$ cat src/rtl/i2c_init_sequencer_pkg.sv
// Shared command-table types for the I2C init sequencer.
package i2c_init_sequencer_pkg;

    // Table entry opcode.
    typedef enum logic [1:0] {
        SEQ_NOP   = 2'd0,
        SEQ_WRITE = 2'd1,
        SEQ_DELAY = 2'd2,
        SEQ_END   = 2'd3
    } i2c_seq_op_e;

    // One command-table entry: 25 bits, op in the MSBs.
    typedef struct packed {
        i2c_seq_op_e op;
        logic [6:0]  dev;
        logic [7:0]  reg_addr;
        logic [7:0]  data;
    } i2c_seq_cmd_t;

    localparam int unsigned I2C_SEQ_CMD_WIDTH = $bits(i2c_seq_cmd_t);

    // TX word for a plain write byte: rw=0 in bit 8.
    function automatic logic [8:0] tx_write_byte(input logic [7:0] b);
        return {1'b0, b};
    endfunction

endpackage

$ cat src/rtl/i2c_init_sequencer.sv
// Table-driven I2C configuration sequencer: fetches command entries, pushes
// register writes into the I2C master TX stream, checks ACK with retry and
// timeout, and inserts programmed delays.
module i2c_init_sequencer
    import i2c_init_sequencer_pkg::*;
#(
    parameter int unsigned TBL_DEPTH      = 256,
    parameter int unsigned MAX_RETRY      = 3,
    parameter int unsigned TIMEOUT_CYCLES = 65536,
    parameter int unsigned DELAY_UNIT     = 1000
) (
    input  logic                              clk_i,
    input  logic                              arstn_i,
    input  logic                              start_i,
    output logic [$clog2(TBL_DEPTH)-1:0]      tbl_addr_o,
    input  logic [I2C_SEQ_CMD_WIDTH-1:0]      tbl_data_i,
    output logic [8:0]                        tx_tdata_o,
    output logic                              tx_tvalid_o,
    input  logic                              tx_tready_i,
    input  logic                              busy_i,
    input  logic                              rx_ack_i,
    output logic                              busy_o,
    output logic                              done_o,
    output logic                              err_o,
    output logic [$clog2(TBL_DEPTH)-1:0]      err_idx_o
);

    localparam int unsigned IDXW = $clog2(TBL_DEPTH);
    localparam int unsigned TMW  = $clog2(TIMEOUT_CYCLES + 1);
    localparam int unsigned DLW  = 8 + $clog2(DELAY_UNIT);
    localparam int unsigned CW   = (TMW > DLW) ? TMW : DLW;
    localparam int unsigned RW   = $clog2(MAX_RETRY + 2);

    localparam logic [CW-1:0]   TMO_LOAD  = CW'(TIMEOUT_CYCLES - 1);
    localparam logic [CW-1:0]   DLY_UNIT  = CW'(DELAY_UNIT);
    localparam logic [IDXW-1:0] LAST_IDX  = IDXW'(TBL_DEPTH - 1);
    localparam logic [RW-1:0]   RETRY_MAX = RW'(MAX_RETRY);

    typedef enum logic [3:0] {
        IDLE, FETCH, DECODE, SEND_DEV, SEND_REG, SEND_DAT,
        WAIT_HI, WAIT_LO, DLY, NEXT, FIN
    } state_e;

    state_e          state, state_nxt;
    logic [IDXW-1:0] idx, idx_nxt;
    logic [RW-1:0]   retry, retry_nxt;
    logic [CW-1:0]   cnt, cnt_nxt;
    logic [6:0]      dev, dev_nxt;
    logic [7:0]      reg_addr, reg_addr_nxt;
    logic [7:0]      data, data_nxt;
    logic            err, err_nxt;
    logic [IDXW-1:0] err_idx, err_idx_nxt;
    logic            fail;
    logic            tx_valid;
    logic [8:0]      tx_data;
    i2c_seq_cmd_t    cmd_in;

    assign cmd_in = tbl_data_i;

    // State and datapath registers; reset aborts any run immediately.
    always_ff @(posedge clk_i or negedge arstn_i) begin
        if (!arstn_i) begin
            state    <= IDLE;
            idx      <= '0;
            retry    <= '0;
            cnt      <= '0;
            dev      <= '0;
            reg_addr <= '0;
            data     <= '0;
            err      <= 1'b0;
            err_idx  <= '0;
        end else begin
            state    <= state_nxt;
            idx      <= idx_nxt;
            retry    <= retry_nxt;
            cnt      <= cnt_nxt;
            dev      <= dev_nxt;
            reg_addr <= reg_addr_nxt;
            data     <= data_nxt;
            err      <= err_nxt;
            err_idx  <= err_idx_nxt;
        end
    end

    // Next-state, counter updates and TX byte selection.
    // The single down-counter is reloaded on entry to WAIT_HI, WAIT_LO and DLY;
    // a failed attempt is resolved after the case so both wait states share it.
    always_comb begin
        state_nxt    = state;
        idx_nxt      = idx;
        retry_nxt    = retry;
        cnt_nxt      = cnt;
        dev_nxt      = dev;
        reg_addr_nxt = reg_addr;
        data_nxt     = data;
        err_nxt      = err;
        err_idx_nxt  = err_idx;
        fail         = 1'b0;
        tx_valid     = 1'b0;
        tx_data      = '0;

        unique case (state)
            IDLE: begin
                if (start_i) begin
                    state_nxt = FETCH;
                    idx_nxt   = '0;
                    retry_nxt = '0;
                    err_nxt   = 1'b0;
                end
            end
            FETCH: state_nxt = DECODE;
            DECODE: begin
                dev_nxt      = cmd_in.dev;
                reg_addr_nxt = cmd_in.reg_addr;
                data_nxt     = cmd_in.data;
                unique case (cmd_in.op)
                    SEQ_WRITE: state_nxt = SEND_DEV;
                    SEQ_DELAY: begin
                        if (cmd_in.data == 8'd0) begin
                            state_nxt = NEXT;
                        end else begin
                            state_nxt = DLY;
                            cnt_nxt   = CW'(cmd_in.data) * DLY_UNIT - CW'(1);
                        end
                    end
                    SEQ_END:  state_nxt = FIN;
                    default:  state_nxt = NEXT;
                endcase
            end
            SEND_DEV: begin
                tx_valid = 1'b1;
                tx_data  = tx_write_byte({dev, 1'b0});
                if (tx_tready_i) state_nxt = SEND_REG;
            end
            SEND_REG: begin
                tx_valid = 1'b1;
                tx_data  = tx_write_byte(reg_addr);
                if (tx_tready_i) state_nxt = SEND_DAT;
            end
            SEND_DAT: begin
                tx_valid = 1'b1;
                tx_data  = tx_write_byte(data);
                if (tx_tready_i) begin
                    state_nxt = WAIT_HI;
                    cnt_nxt   = TMO_LOAD;
                end
            end
            WAIT_HI: begin
                if (busy_i) begin
                    state_nxt = WAIT_LO;
                    cnt_nxt   = TMO_LOAD;
                end else if (cnt == '0) begin
                    fail = 1'b1;
                end else begin
                    cnt_nxt = cnt - CW'(1);
                end
            end
            WAIT_LO: begin
                if (!busy_i) begin
                    if (rx_ack_i) state_nxt = NEXT;
                    else          fail      = 1'b1;
                end else if (cnt == '0) begin
                    fail = 1'b1;
                end else begin
                    cnt_nxt = cnt - CW'(1);
                end
            end
            DLY: begin
                if (cnt == '0) state_nxt = NEXT;
                else           cnt_nxt   = cnt - CW'(1);
            end
            NEXT: begin
                retry_nxt = '0;
                if (idx == LAST_IDX) begin
                    state_nxt = FIN;
                end else begin
                    idx_nxt   = idx + IDXW'(1);
                    state_nxt = FETCH;
                end
            end
            FIN:     state_nxt = IDLE;
            default: state_nxt = IDLE;
        endcase

        if (fail) begin
            if (retry < RETRY_MAX) begin
                retry_nxt = retry + RW'(1);
                state_nxt = SEND_DEV;
            end else begin
                err_nxt     = 1'b1;
                err_idx_nxt = idx;
                state_nxt   = FIN;
            end
        end
    end

    assign tbl_addr_o  = idx;
    assign tx_tvalid_o = tx_valid;
    assign tx_tdata_o  = tx_data;
    assign busy_o      = (state != IDLE);
    assign done_o      = (state == FIN);
    assign err_o       = err;
    assign err_idx_o   = err_idx;

endmodule
$ cat config.mk
export PLATFORM = sky130hd
export DESIGN_NAME = i2c_init_sequencer
export DESIGN_NICKNAME = d
export VERILOG_FILES = /design/src/rtl/i2c_init_sequencer_pkg.sv /design/src/rtl/i2c_init_sequencer.sv
export SDC_FILE = /design/constraint.sdc
export NUM_CORES = 1
export LEC_CHECK = 0
export ABC_CLOCK_PERIOD_IN_PS = 3100
export CAP_MARGIN = 20
export CORE_ASPECT_RATIO = 2
export CORE_MARGIN = 2
export CORE_UTILIZATION = 58
export DETAILED_ROUTE_END_ITERATION = 12
export PLACE_DENSITY = 0.84
export SLEW_MARGIN = 5
export SYNTH_ARGS = -nofsm -noshare
export SYNTH_HDL_FRONTEND = slang
export SYNTH_SLANG_ARGS = --single-unit
$ cat constraint.sdc
create_clock -name clk_i -period 3.1 [get_ports clk_i]
set_input_delay 0.31 -clock clk_i [delete_from_list [all_inputs] [get_ports clk_i]]
set_output_delay 0.31 -clock clk_i [all_outputs]
set_load 0.01 [all_outputs]
==> out/metrics.cfg <==
[sta]
setup_skew_after_layout_ns = 0.00829
slew_margin_rel_pct = 47.6
worst_pin_slew_ns = 0.782
finalCriticalPeriod_ns = 4.33
timing_hold_violations_final = 0
maxSlewViolCount = 0
setup_violations = 10
grt_setup_unrepaired = true
hold-worst-slack_ns = 0.341
post-route-worst-setup-slack_ns = -1.23
fin_crit_sh_pct = 140
fmaxAchievable_ghz = 0.231

[finish]
total_number_of_nets_in_the_final_design = 786
final_cells = 791
multi_input_comb_area_sq_um = 3760
drive_above_1_share_pct = 28.9
number_of_diodes_added_for_antenna_fixing = 0
seqCellArea_sq_um = 1630
nFillCells = 475
final_cell_area_sq_um = 7250
flow.area_growth_from_synthesis_pct = 37.7

[routing]
firstDrtPassIters = 8
routedWlPerCell_microns = 23.9
route.detailed.drc = 0
initialDrtViolationCount = 688
vias = 5436
routed_wl_microns = 18900
final_antenna_net_count = 0
vias_per_cell = 6.87

[synthesis]
synth-main-ff-cell = sky130_fd_sc_hd__dfrtp_1
number_of_flops_mapped_to_enable_cells_by_yosys = 0
post_synth_instance_area_sq_um = 5270
postSynthAreaPerCell_sq_um = 9.54
synth.top_cell.area_share_pct = 30.9
synthArstFlopShare_pct = 100
synth_most_common_cell = sky130_fd_sc_hd__dfrtp_1
netlist_instances = 552
ys_top_cells_by_area = sky130_fd_sc_hd__dfrtp_1 31%, sky130_fd_sc_hd__ha_1 11%, sky130_fd_sc_hd__fa_1 8.0%
synth_cell_types = 72
synth_nets = 652
synthTopCellsByCount = 65 x sky130_fd_sc_hd__dfrtp_1, 55 x sky130_fd_sc_hd__inv_1, 48 x sky130_fd_sc_hd__ha_1
yosysTopAreaCell = sky130_fd_sc_hd__dfrtp_1
yosys_register_bits = 65
synth.yosys.seq_area_share_pct = 30.9
yosysWarningCount = 0

[pwr]
max_rail_drop_vdd_mv = 0.850
powerDensity_nw_per_um2 = 1020
fin_total_pwr_mw = 7.40
power.leakage_nw = 3.30

[clock_network]
clock_tree.buffer_depth = 2
clk_transition_reported_paths_ns = 0.06
cts_tree = built
cts-root-buf = sky130_fd_sc_hd__clkbuf_16
sink_count_of_the_clock_tree = 65
cts-buffers-inserted = 9
cts-htree-levels = 3
clk-insertion-delay-late_ns = 0.34

[setup_path]
cp_max_fo = 4
critical_path_required_ns = 3.31
worstReg2RegEnd = state[0]
regToRegStartpoint = cnt[11]
critPathLaunchType = input port
reg2reg_depth = 7
timing.reg2reg.setup_slack_ns = 0.43
worst-endpoint-arrival_ns = 4.54
end_kind = flop
setup.worst_path.class = in -> reg

[global_routing]
antenna_found_initial = 0
first_pass_grt_wire_length_microns = 27600
overall_overflow_remaining_after_global_route = 0
pin_count_of_the_biggest_net_entering_global_routing = 45
groute.usage.overall_pct = 36.3
via_count_of_the_first_global_routing_pass = 5553

[die]
die_h_microns = 139
die_area_sq_um = 9910
start_util_pct = 59.3
fp.dieW_microns = 71.4
pin_count = 60
std_cell_rows = 49
standard_cell_core_area_sq_um = 8890

[placed_design]
dpl_cell_area_sq_um = 6440
detailedPlacementHpwl_microns = 11700
pre_cts_ws_ns = -1.85
port_buffers = 58
gp_congestion = 0.946
dp_cells = 759

[outcome]
violations = negative setup slack
outcome = finished with violations

[hold_path]
min_path_type = in -> async

[flow_run]
max_cap_violations = 0

critical path, cell delays in order:
cell	delay (ns)
sky130_fd_sc_hd__buf_8	0.10
sky130_fd_sc_hd__buf_6	0.11
sky130_fd_sc_hd__fa_1	0.55
sky130_fd_sc_hd__xor2_1	0.20
sky130_fd_sc_hd__ha_1	0.27
sky130_fd_sc_hd__fa_1	0.49
sky130_fd_sc_hd__inv_1	0.06
sky130_fd_sc_hd__fa_1	0.52
sky130_fd_sc_hd__inv_2	0.07
sky130_fd_sc_hd__ha_4	0.29
sky130_fd_sc_hd__o211ai_1	0.13
sky130_fd_sc_hd__o211ai_1	0.30
sky130_fd_sc_hd__nand2_2	0.16
sky130_fd_sc_hd__o31a_1	0.34
sky130_fd_sc_hd__xnor2_1	0.32
sky130_fd_sc_hd__o31a_1	0.23
sky130_fd_sc_hd__o31ai_2	0.06
cell type report:
cell class              count  area share (%)
clock buffers              11            3.48
clock inverters             3           0.242
inverters                  55            2.98
multi-input cells         414            51.9
flip-flops and latches     65            22.4
well taps                 102            1.76
repair buffers            141            17.3
what timing repair did:
action | in CTS | in global routing
gates resized for setup | 76 | 27
endpoints found under the setup margin | 10 | 10
pin swaps | 36 | 27
hold endpoints to repair | 0 | 5
hold buffers | 0 | 1
setup buffers | 9 | 7
report_power, final:
| group | internal [mW] | switching [mW] | leakage (nW) |
|---|---|---|---|
| Sequential | 1.16 | 0.386 | 0.788 |
| Clock | 0.572 | 0.367 | 0.133 |
| Combinational | 2.41 | 2.51 | 2.38 |
per-stage QoR:
step / utilization, % / TNS (ns)
2_1_floorplan: - / -6.61
3_3_place_gp: 72.4 / -14.65
3_5_place_dp: 72.4 / -16.05
4_1_cts: 79.1 / -8.15
5_1_grt: 81.6 / -9.97
6_report: 81.6 / -9.08
flip-flops by register name, indices dropped and copies added (netlist names):
signal and flops:
dev 7, data 8, state 4, err_idx_o 8
cnt 18, reg_addr 8, retry 3, err_o 1
tbl_addr_o 8
placed cells by master, fill, tap and decap left out, types with 5 or more instances in the layout:
cell                              count
sky130_fd_sc_hd__nand4_1              7
sky130_fd_sc_hd__clkdlybuf4s50_1     50
sky130_fd_sc_hd__a222oi_1             7
sky130_fd_sc_hd__nand2b_1             6
sky130_fd_sc_hd__buf_6                9
sky130_fd_sc_hd__nor2_1              37
sky130_fd_sc_hd__o22a_1               5
sky130_fd_sc_hd__buf_4               73
sky130_fd_sc_hd__xnor2_2              6
sky130_fd_sc_hd__a21oi_1             24
sky130_fd_sc_hd__mux2_1               8
sky130_fd_sc_hd__clkbuf_16            9
sky130_fd_sc_hd__mux2_2              24
sky130_fd_sc_hd__nand2_1             36
sky130_fd_sc_hd__a31oi_1              7
sky130_fd_sc_hd__ha_4                 9
sky130_fd_sc_hd__nor4_1               6
sky130_fd_sc_hd__inv_2                9
sky130_fd_sc_hd__o21ai_0             15
sky130_fd_sc_hd__inv_1               44
sky130_fd_sc_hd__nand3_1             10
sky130_fd_sc_hd__nor3_1              10
sky130_fd_sc_hd__fa_1                20
sky130_fd_sc_hd__xnor2_1              9
sky130_fd_sc_hd__dfrtp_1             65
sky130_fd_sc_hd__xor2_1               9
sky130_fd_sc_hd__ha_1                38
worst max-delay path by stage:
| stage | start | to | slack [ns] | cells past startpoint |
|---|---|---|---|---|
| 5_1_grt | tbl_data_i[3] | cnt[16] | -1.35 | 16 |
| 2_1_floorplan | tbl_data_i[2] | cnt[16] | -1.04 | 14 |
| 3_3_place_gp | tbl_data_i[2] | cnt[16] | -1.68 | 16 |
| 3_5_place_dp | tbl_data_i[1] | cnt[16] | -1.85 | 16 |
| 6_report | tbl_data_i[1] | cnt[17] | -1.23 | 17 |
| 4_1_cts | tbl_data_i[1] | cnt[16] | -1.11 | 16 |
metal layers:
metal | GRT usage [%] | share of wire (%) | vias to the layer above
li1 | - | - | 2244
met2 | 67.1 | 54 | 396
met4 | 30.5 | 11 | 0
met1 | 32.5 | 29 | 2625
met3 | 5.38 | 6.0 | 171
met5 | 0 | 0 | -
logic make-up (layout without fill, tap and decap cells):
group                      Yosys count  in the layout  share of synthesized area [%]
and+or+nand+nor                    156            156                           15.3
AOI/OAI and AO/OA                  126            126                           17.1
buffers and inverters               73            210                           5.34
adders and majority gates           69             69                           19.4
DFF                                 65             65                           30.9
muxes                               34             34                           7.22
xor gates and xnor gates            28             28                           4.66
other                                1              1                         0.0712
Note: power is estimated with default switching activity, not from simulation.
